<file path="src/rtl/dich8led_pkg.sv">
// Shared types and constants for the right-to-left LED pattern generator.
package dich8led_pkg;

  typedef enum logic [1:0] {
    CHASE = 2'd0,
    FILL  = 2'd1,
    DRAIN = 2'd2
  } led_state_t;

  localparam int              LED_W       = 8;
  localparam logic [LED_W-1:0] LED_RESET  = 8'h01;
  localparam logic [LED_W-1:0] LED_FULL   = 8'hFF;
  localparam logic [LED_W-1:0] LED_EMPTY  = 8'h00;
  localparam logic [LED_W-1:0] LED_DRAIN0 = 8'hFE;

endpackage

</file>
<file path="src/rtl/dich8led_pst_step_prescaler.sv">
// Step-rate prescaler: one-cycle tick every DIV enabled clocks; en=0 holds the count.
module step_prescaler #(
  parameter int DIV = 4
) (
  input  logic clk,
  input  logic reset,
  input  logic en,
  output logic tick
);

  localparam int CW = (DIV > 1) ? $clog2(DIV) : 1;
  localparam logic [CW-1:0] CNT_LAST = CW'(DIV - 1);

  logic [CW-1:0] cnt_q, cnt_d;

  always_comb begin
    tick  = en && (cnt_q == CNT_LAST);
    cnt_d = cnt_q;
    if (en) begin
      cnt_d = tick ? '0 : cnt_q + 1'b1;
    end
  end

  always_ff @(posedge clk) begin
    if (reset) begin
      cnt_q <= '0;
    end else begin
      cnt_q <= cnt_d;
    end
  end

endmodule

</file>
<file path="src/rtl/dich8led_pst.sv">
// Right-to-left 8-LED pattern generator: single-dot chase or fill/drain bar,
// advanced one position per prescaler tick.
module dich8led_pst
  import dich8led_pkg::*;
#(
  parameter int STEP_DIV = 25_000_000
) (
  input  logic       clk,
  input  logic       reset,
  input  logic       en,
  input  logic       mode,
  output logic [7:0] LED8,
  output logic       step
);

  logic tick;

  step_prescaler #(.DIV(STEP_DIV)) u_prescaler (
    .clk   (clk),
    .reset (reset),
    .en    (en),
    .tick  (tick)
  );

  led_state_t       state_q, state_d;
  logic [LED_W-1:0] led_q, led_d;
  logic             step_q, step_d;

  // Every mode change restarts the pattern at a single lit LED0.
  always_comb begin
    state_d = state_q;
    led_d   = led_q;
    step_d  = tick;
    if (tick) begin
      case (state_q)
        CHASE: begin
          if (!mode) begin
            led_d = {led_q[LED_W-2:0], led_q[LED_W-1]};
          end else begin
            state_d = FILL;
            led_d   = LED_RESET;
          end
        end
        FILL: begin
          if (!mode) begin
            state_d = CHASE;
            led_d   = LED_RESET;
          end else if (led_q == LED_FULL) begin
            state_d = DRAIN;
            led_d   = LED_DRAIN0;
          end else begin
            led_d = {led_q[LED_W-2:0], 1'b1};
          end
        end
        DRAIN: begin
          if (!mode) begin
            state_d = CHASE;
            led_d   = LED_RESET;
          end else if (led_q == LED_EMPTY) begin
            state_d = FILL;
            led_d   = LED_RESET;
          end else begin
            led_d = {led_q[LED_W-2:0], 1'b0};
          end
        end
        default: begin
          state_d = CHASE;
          led_d   = LED_RESET;
        end
      endcase
    end
  end

  always_ff @(posedge clk) begin
    if (reset) begin
      state_q <= CHASE;
      led_q   <= LED_RESET;
      step_q  <= 1'b0;
    end else begin
      state_q <= state_d;
      led_q   <= led_d;
      step_q  <= step_d;
    end
  end

  assign LED8 = led_q;
  assign step = step_q;

endmodule
</file>
<file path="config.mk">
export PLATFORM = sky130hd
export DESIGN_NAME = dich8led_pst
export DESIGN_NICKNAME = d
export VERILOG_FILES = /design/src/rtl/dich8led_pkg.sv /design/src/rtl/dich8led_pst_step_prescaler.sv /design/src/rtl/dich8led_pst.sv
export SDC_FILE = /design/constraint.sdc
export NUM_CORES = 1
export LEC_CHECK = 0
export CORE_MARGIN = 1.5
export CORE_UTILIZATION = 50
export CTS_CLUSTER_DIAMETER = 50
export DETAILED_ROUTE_END_ITERATION = 16
export PLACE_DENSITY = 0.69
export SYNTH_ARGS = -nofsm -noshare
export SYNTH_HDL_FRONTEND = slang
export SYNTH_SLANG_ARGS = --single-unit
</file>
<file path="constraint.sdc">
create_clock -name clk -period 2.4 [get_ports clk]
set_input_delay 0.48 -clock clk [delete_from_list [all_inputs] [get_ports clk]]
set_output_delay 0.48 -clock clk [all_outputs]
set_load 0.02 [all_outputs]
</file>
==> results.sh, run 1 <==
export IMPL_clock_latency_ps=330
export IMPL_cp_data_arrival_time_ps=2340
export IMPL_avgSynthCellArea_um2=8.38
export IMPL_setup_ws_ps=317
export IMPL_yosys_most_used_dff="dfxtp_1"
export IMPL_cts_resized=0
export IMPL_seq_area_um2=721
export IMPL_numPortBuffers=12
export IMPL_fillers=331
export IMPL_tightest_slew_ps=511
export IMPL_synth_top_area_share=0.413
export IMPL_vias=1616
export IMPL_cap_violations=0
export IMPL_place_ws_ps=-56.7
export IMPL_synth_most_common_cell="dfxtp_1"
export IMPL_synth_seq_area_share=0.413
export IMPL_die_area_um2=3850
export IMPL_fin_crit_sh=0.868
export IMPL_path_class="in2reg"
export IMPL_crit_fanout=13
export IMPL_mappedNetlistNets=213
export IMPL_num_rows=21
export IMPL_synthTopCellsByCount="36 x dfxtp_1, 19 x a21oi_1, 18 x nor2_1, 17 x nand4_1, 16 x o21ai_0"
export IMPL_min_period_ps=2080
export IMPL_wl_per_cell_um=14.2
export IMPL_final_nets=230
export IMPL_first_global_vias=1446
export IMPL_syn_to_final_growth_pct=14.9
export IMPL_grt_antenna_before_repair=0
export IMPL_drt_initial_drc_count=74
export IMPL_vias_per_cell=5.94
export IMPL_grt_max_degree=18
export IMPL_multi_input_area_um2=943
export IMPL_numCtsBuffers=5
export IMPL_ys_warn_count=0
export IMPL_ys_top_cells_by_area="dfxtp_1 41%, nand4_1 6.1%, a21oi_1 5.5%"
export IMPL_vdd_ir_drop_max_v=0.000353
export IMPL_drt_pass1_iterations=4
export IMPL_cts_clk_slew_worst_paths_ps=100
export IMPL_slew_viol_final=0
export IMPL_hold_viol=0
export IMPL_synthArstFlopShare=0
export IMPL_leakagePower_nw=0.600
export IMPL_p_per_area_nw_per_um2=485
export IMPL_gp_congestion=0.821
export IMPL_pin_count=13
export IMPL_htreeDepth=2
export IMPL_num_antenna_cells=0
export IMPL_tns_ps=0
export IMPL_synth_seq_cells=36
export IMPL_fin_skew_ps=7.28
export IMPL_synth_area_um2=1740
export IMPL_cts_tree="built"
export IMPL_grtUsageTotal=0.215
export IMPL_core_region_area_um2=3340
export IMPL_hold_buffers=0
export IMPL_startpoint_type="input pin"
export IMPL_synth_largest_area_cell="dfxtp_1"
export IMPL_rsz0062_at_grt="no"
export IMPL_utilization=0.600
export IMPL_synthCells=208
export IMPL_outcome="finished, final reports clean"
export IMPL_fin_hold_ws_ps=508
export IMPL_clock_sinks=36
export IMPL_fmax_mhz=480
export IMPL_wl_um=3860
export IMPL_die_height_um=62.0
export IMPL_cts_setup_buffers=0
export IMPL_drive_above_1_share=0.0973
export IMPL_dp_hpwl_um=2760
export IMPL_dieWidth_um=62.0
export IMPL_drc=0
export IMPL_cp_end_kind="flop"
export IMPL_hold_class="reg2reg"
export IMPL_initial_core_util=0.522
export IMPL_antenna_left=0
export IMPL_globalRouteOverflowTotal=0
export IMPL_setup_viol=0
export IMPL_maxSlewHeadroom=0.658
export IMPL_synth_edf_count=0
export IMPL_synth_cell_type_count=39
export IMPL_clockBufferDepth=2
export IMPL_cp_data_required_time_ps=2660
export IMPL_cts_root_buf="clkbuf_4"
export IMPL_grt_pass1_wl_um=6210
-- sequential cells by signal, summed over array words and instances (netlist names) --
signal and count:
step 1, state_q 2, u_prescaler.cnt_q 25, LED8 8
-- cells by family after synthesis --
logic type	share of synthesized area
adders and majority gates	0.00718
and+or+nand+nor	0.291
buffers and inverters	0.0452
DFF	0.413
AOI/OAI and AO/OA	0.177
xor gates and xnor gates	0.0653
-- metrics by stage --
| stage | total power [mW] | area, um2 | std cells |
|---|---|---|---|
| floorplan | 0.637 | 1740 | 208 |
| global placement | 0.650 | 1940 | 264 |
| detailed placement | 0.652 | 1940 | 264 |
| CTS | 0.979 | 2000 | 272 |
| global route | 1.02 | 2000 | 272 |
| finish | 0.970 | 2000 | 272 |
-- routing by layer --
metal	global-route usage	wire length [um]	up-vias
met1	0.267	1740	769
met2	0.363	1960	29
li1	-	-	814
met5	0	0	-
met3	0.0600	118	4
met4	0.0638	31	0
-- worst max-delay path, cell delays in order --
cell and delay, ps:
clkdlybuf4s50_1 530, nand4_1 150, or4_4 580, or4_1 430
a21oi_1 160
-- placed cells by master, fill, tap and decap left out, types with 3 or more instances in the layout --
| master | count |
|---|---|
| a21oi_1 | 19 |
| and4_1 | 4 |
| buf_4 | 11 |
| clkbuf_4 | 5 |
| clkdlybuf4s50_1 | 12 |
| dfxtp_1 | 36 |
| inv_1 | 5 |
| nand2_1 | 10 |
| nand3_1 | 6 |
| nand4_1 | 17 |
| nor2_1 | 18 |
| nor2b_1 | 3 |
| nor3_1 | 5 |
| nor4_1 | 3 |
| o21ai_0 | 16 |
| o31ai_1 | 6 |
| or3_1 | 3 |
| or4_1 | 9 |
| xnor2_1 | 8 |
| xor2_1 | 5 |
-- final timing paths --
path / start / endpoint / slack, ps / depth (start not counted)
hold / removal: u_prescaler.cnt_q[1] / u_prescaler.cnt_q[1] / 510 / 2
setup reg to reg: u_prescaler.cnt_q[0] / LED8[0] / 360 / 5
hold reg to reg: u_prescaler.cnt_q[1] / u_prescaler.cnt_q[1] / 510 / 2
setup / recovery: en / u_prescaler.cnt_q[21] / 320 / 5
-- cell type report --
| class | count | area share |
|---|---|---|
| flip-flops and latches | 36 | 0.360 |
| clock buffers | 8 | 0.0294 |
| inverters | 5 | 0.00938 |
| well taps | 46 | 0.0287 |
| repair buffers | 23 | 0.101 |
| multi-input cells | 154 | 0.471 |
-- power breakdown --
group	switching, mW	internal (mW)	total (mW)
logic	0.0208	0.0153	0.0361
registers	0.00247	0.600	0.602
clock network	0.187	0.145	0.332
total	0.211	0.759	0.970
(Power assumes the default switching activity.)
==> run 2: changes to the inputs <==
- CELL_PAD_IN_SITES_DETAIL_PLACEMENT: not set -> 0
- CELL_PAD_IN_SITES_GLOBAL_PLACEMENT: not set -> 1
- CORE_UTILIZATION: 50 -> 43
- PLACE_DENSITY: 0.69 -> 0.77
==> run 2 against run 1 <==
Net effect: core utilization shrank 4.7 points; clock-buffer cell count shrank 3; via count grew 1.2%; largest power group unchanged; final area grew 4.1%; sequential power is essentially flat; clock power grew 59%; total power grew 21%; register-to-register slack gained 30 ps; highest routed layer unchanged; flip-flop and latch count is the same; first-iteration DRC count shrank 2.7%; fmax shrank 3.9%.
==> results.sh, run 2 (synthesized netlist as in run 1, its figures left out) <==
export IMPL_drc=0
export IMPL_clock_sinks=36
export IMPL_cp_data_required_time_ps=2620
export IMPL_dp_cells=268
export IMPL_largest_reg_flops=25
export IMPL_grt_max_degree=19
export IMPL_core_region_area_um2=3770
export IMPL_cp_end_kind="flop"
export IMPL_num_rows=22
export IMPL_cts_setup_buffers=0
export IMPL_p_per_area_nw_per_um2=561
export IMPL_top_layer_used="met4"
export IMPL_cp_data_arrival_time_ps=2390
export IMPL_clock_latency_ps=290
export IMPL_hold_viol=0
export IMPL_gp_congestion=0.782
export IMPL_cpPeakStageDelay_ps=580
export IMPL_dp_hpwl_um=2880
export IMPL_cts_resized=0
export IMPL_grt_antenna_before_repair=0
export IMPL_syn_to_final_growth_pct=19.6
export IMPL_die_height_um=66.7
export IMPL_slowest_stage="clkdlybuf4s50_1"
export IMPL_vias_per_cell=5.92
export IMPL_wl_um=4010
export IMPL_grtUsageTotal=0.202
export IMPL_numPortBuffers=12
export IMPL_num_antenna_cells=0
export IMPL_hold_class="reg2reg"
export IMPL_leakagePower_nw=0.635
export IMPL_initial_core_util=0.462
export IMPL_crit_fanout=11
export IMPL_cts_clk_slew_worst_paths_ps=80
export IMPL_fin_skew_ps=6.26
export IMPL_met2_length_um=1860
export IMPL_first_global_vias=1518
export IMPL_dieWidth_um=66.7
export IMPL_min_period_ps=2170
export IMPL_vdd_ir_drop_max_v=0.000298
export IMPL_rsz0062_at_grt="no"
export IMPL_maxSlewHeadroom=0.639
export IMPL_die_area_um2=4440
export IMPL_setup_viol=0
export IMPL_numCtsBuffers=5
export IMPL_final_cell_mix="36 x dfxtp_1, 19 x a21oi_1, 18 x nor2_1"
export IMPL_drt_met1_wl_um=1980
export IMPL_pin_count=13
export IMPL_cts_root_buf="clkbuf_8"
export IMPL_wl_per_cell_um=14.5
export IMPL_cts_tree="built"
export IMPL_outcome="finished, final reports clean"
export IMPL_drt_pass1_iterations=4
export IMPL_met3WireLength_um=144
export IMPL_htreeDepth=2
export IMPL_antenna_left=0
export IMPL_startpoint_type="input pin"
export IMPL_final_instance_count_excl_fill=276
export IMPL_fmax_mhz=461
export IMPL_cap_violations=0
export IMPL_hold_buffers=0
export IMPL_final_nets=232
export IMPL_path_class="in2reg"
export IMPL_drt_initial_drc_count=72
export IMPL_final_common_cell="dfxtp_1"
export IMPL_clockBufferDepth=2
export IMPL_globalRouteOverflowTotal=0
export IMPL_drive_above_1_share=0.114
export IMPL_fin_crit_sh=0.903
export IMPL_crit_chain="clkdlybuf4s50_1 > nand4_1 > or4_4 > or4_1 > a21oi_1"
export IMPL_total_power_mw=1.17
export IMPL_tightest_slew_ps=538
export IMPL_slew_viol_final=0
export IMPL_grt_pass1_wl_um=6930
export IMPL_fillers=347
export IMPL_regMostFlops="u_prescaler.cnt_q"
export IMPL_vias=1635
==> run 2: cell count changes in the layout (fill, tap and decap cells not counted), sizes merged <==
| cell | previous run | this run |
|---|---|---|
| clkbuf | 8 | 5 |
| buf | 11 | 13 |
| bufinv | 0 | 1 |
| clkinv | 0 | 1 |
| clkinvlp | 0 | 1 |
==> run 2: routing by layer <==
metal / global-route usage / vias to the layer above
met5: 0 / -
met4: 0.0485 / 0
met3: 0.0507 / 2
met2: 0.319 / 36
met1: 0.275 / 775
li1: - / 822
==> run 2: path summary, 6_finish.rpt <==
kind / end / startpoint / cells past startpoint / slack [ps]
worst max-delay path: u_prescaler.cnt_q[21] / en / 5 / 230
worst min-delay path: u_prescaler.cnt_q[1] / u_prescaler.cnt_q[1] / 2 / 500
worst max register to register: u_prescaler.cnt_q[20] / u_prescaler.cnt_q[6] / 5 / 390
worst min register to register: u_prescaler.cnt_q[1] / u_prescaler.cnt_q[1] / 2 / 500
==> run 2: final cells by class <==
| class | instances | area (um2) | share of cell area |
|---|---|---|---|
| clock buffer | 5 | 68.8 | 0.0330 |
| tap | 48 | 60.1 | 0.0288 |
| inverter | 5 | 18.8 | 0.00900 |
| clock inverter | 3 | 42.5 | 0.0204 |
| multi-input combinational | 154 | 943 | 0.453 |
| timing repair buffer | 25 | 230 | 0.110 |
| sequential | 36 | 721 | 0.346 |
==> run 2: worst max-delay path: cells and delay by family <==
kind / cells / cell delay, ps
AOI/OAI and AO/OA: 1 / 150
and+or+nand+nor: 3 / 1180
buffers and inverters: 1 / 580
==> run 2: power by group <==
| part | internal (mW) | leakage, nW | switching [mW] |
|---|---|---|---|
| clock network | 0.307 | 0.0541 | 0.220 |
| registers | 0.599 | 0.290 | 0.00264 |
| logic | 0.0176 | 0.290 | 0.0224 |
==> run 2: through the flow <==
| step | worst slack, ps | hold slack (ps) | instance area, um2 | utilization | TNS [ps] |
|---|---|---|---|---|---|
| 2_1_floorplan | 350 | 458 | 1740 | - | 0 |
| 3_3_place_gp | -35.9 | 483 | 1970 | 0.523 | -588 |
| 3_5_place_dp | -56.8 | 496 | 1970 | 0.523 | -448 |
| 4_1_cts | 244 | 504 | 2080 | 0.553 | 0 |
| 5_1_grt | 189 | 533 | 2080 | 0.553 | 0 |
| 6_report | 232 | 502 | 2080 | 0.553 | 0 |
==> run 3: changes to the inputs <==
- SLEW_MARGIN: not set -> 20
==> results of run 3 <==
No change in the layout: final DEF, timing and power equal those of run 2.
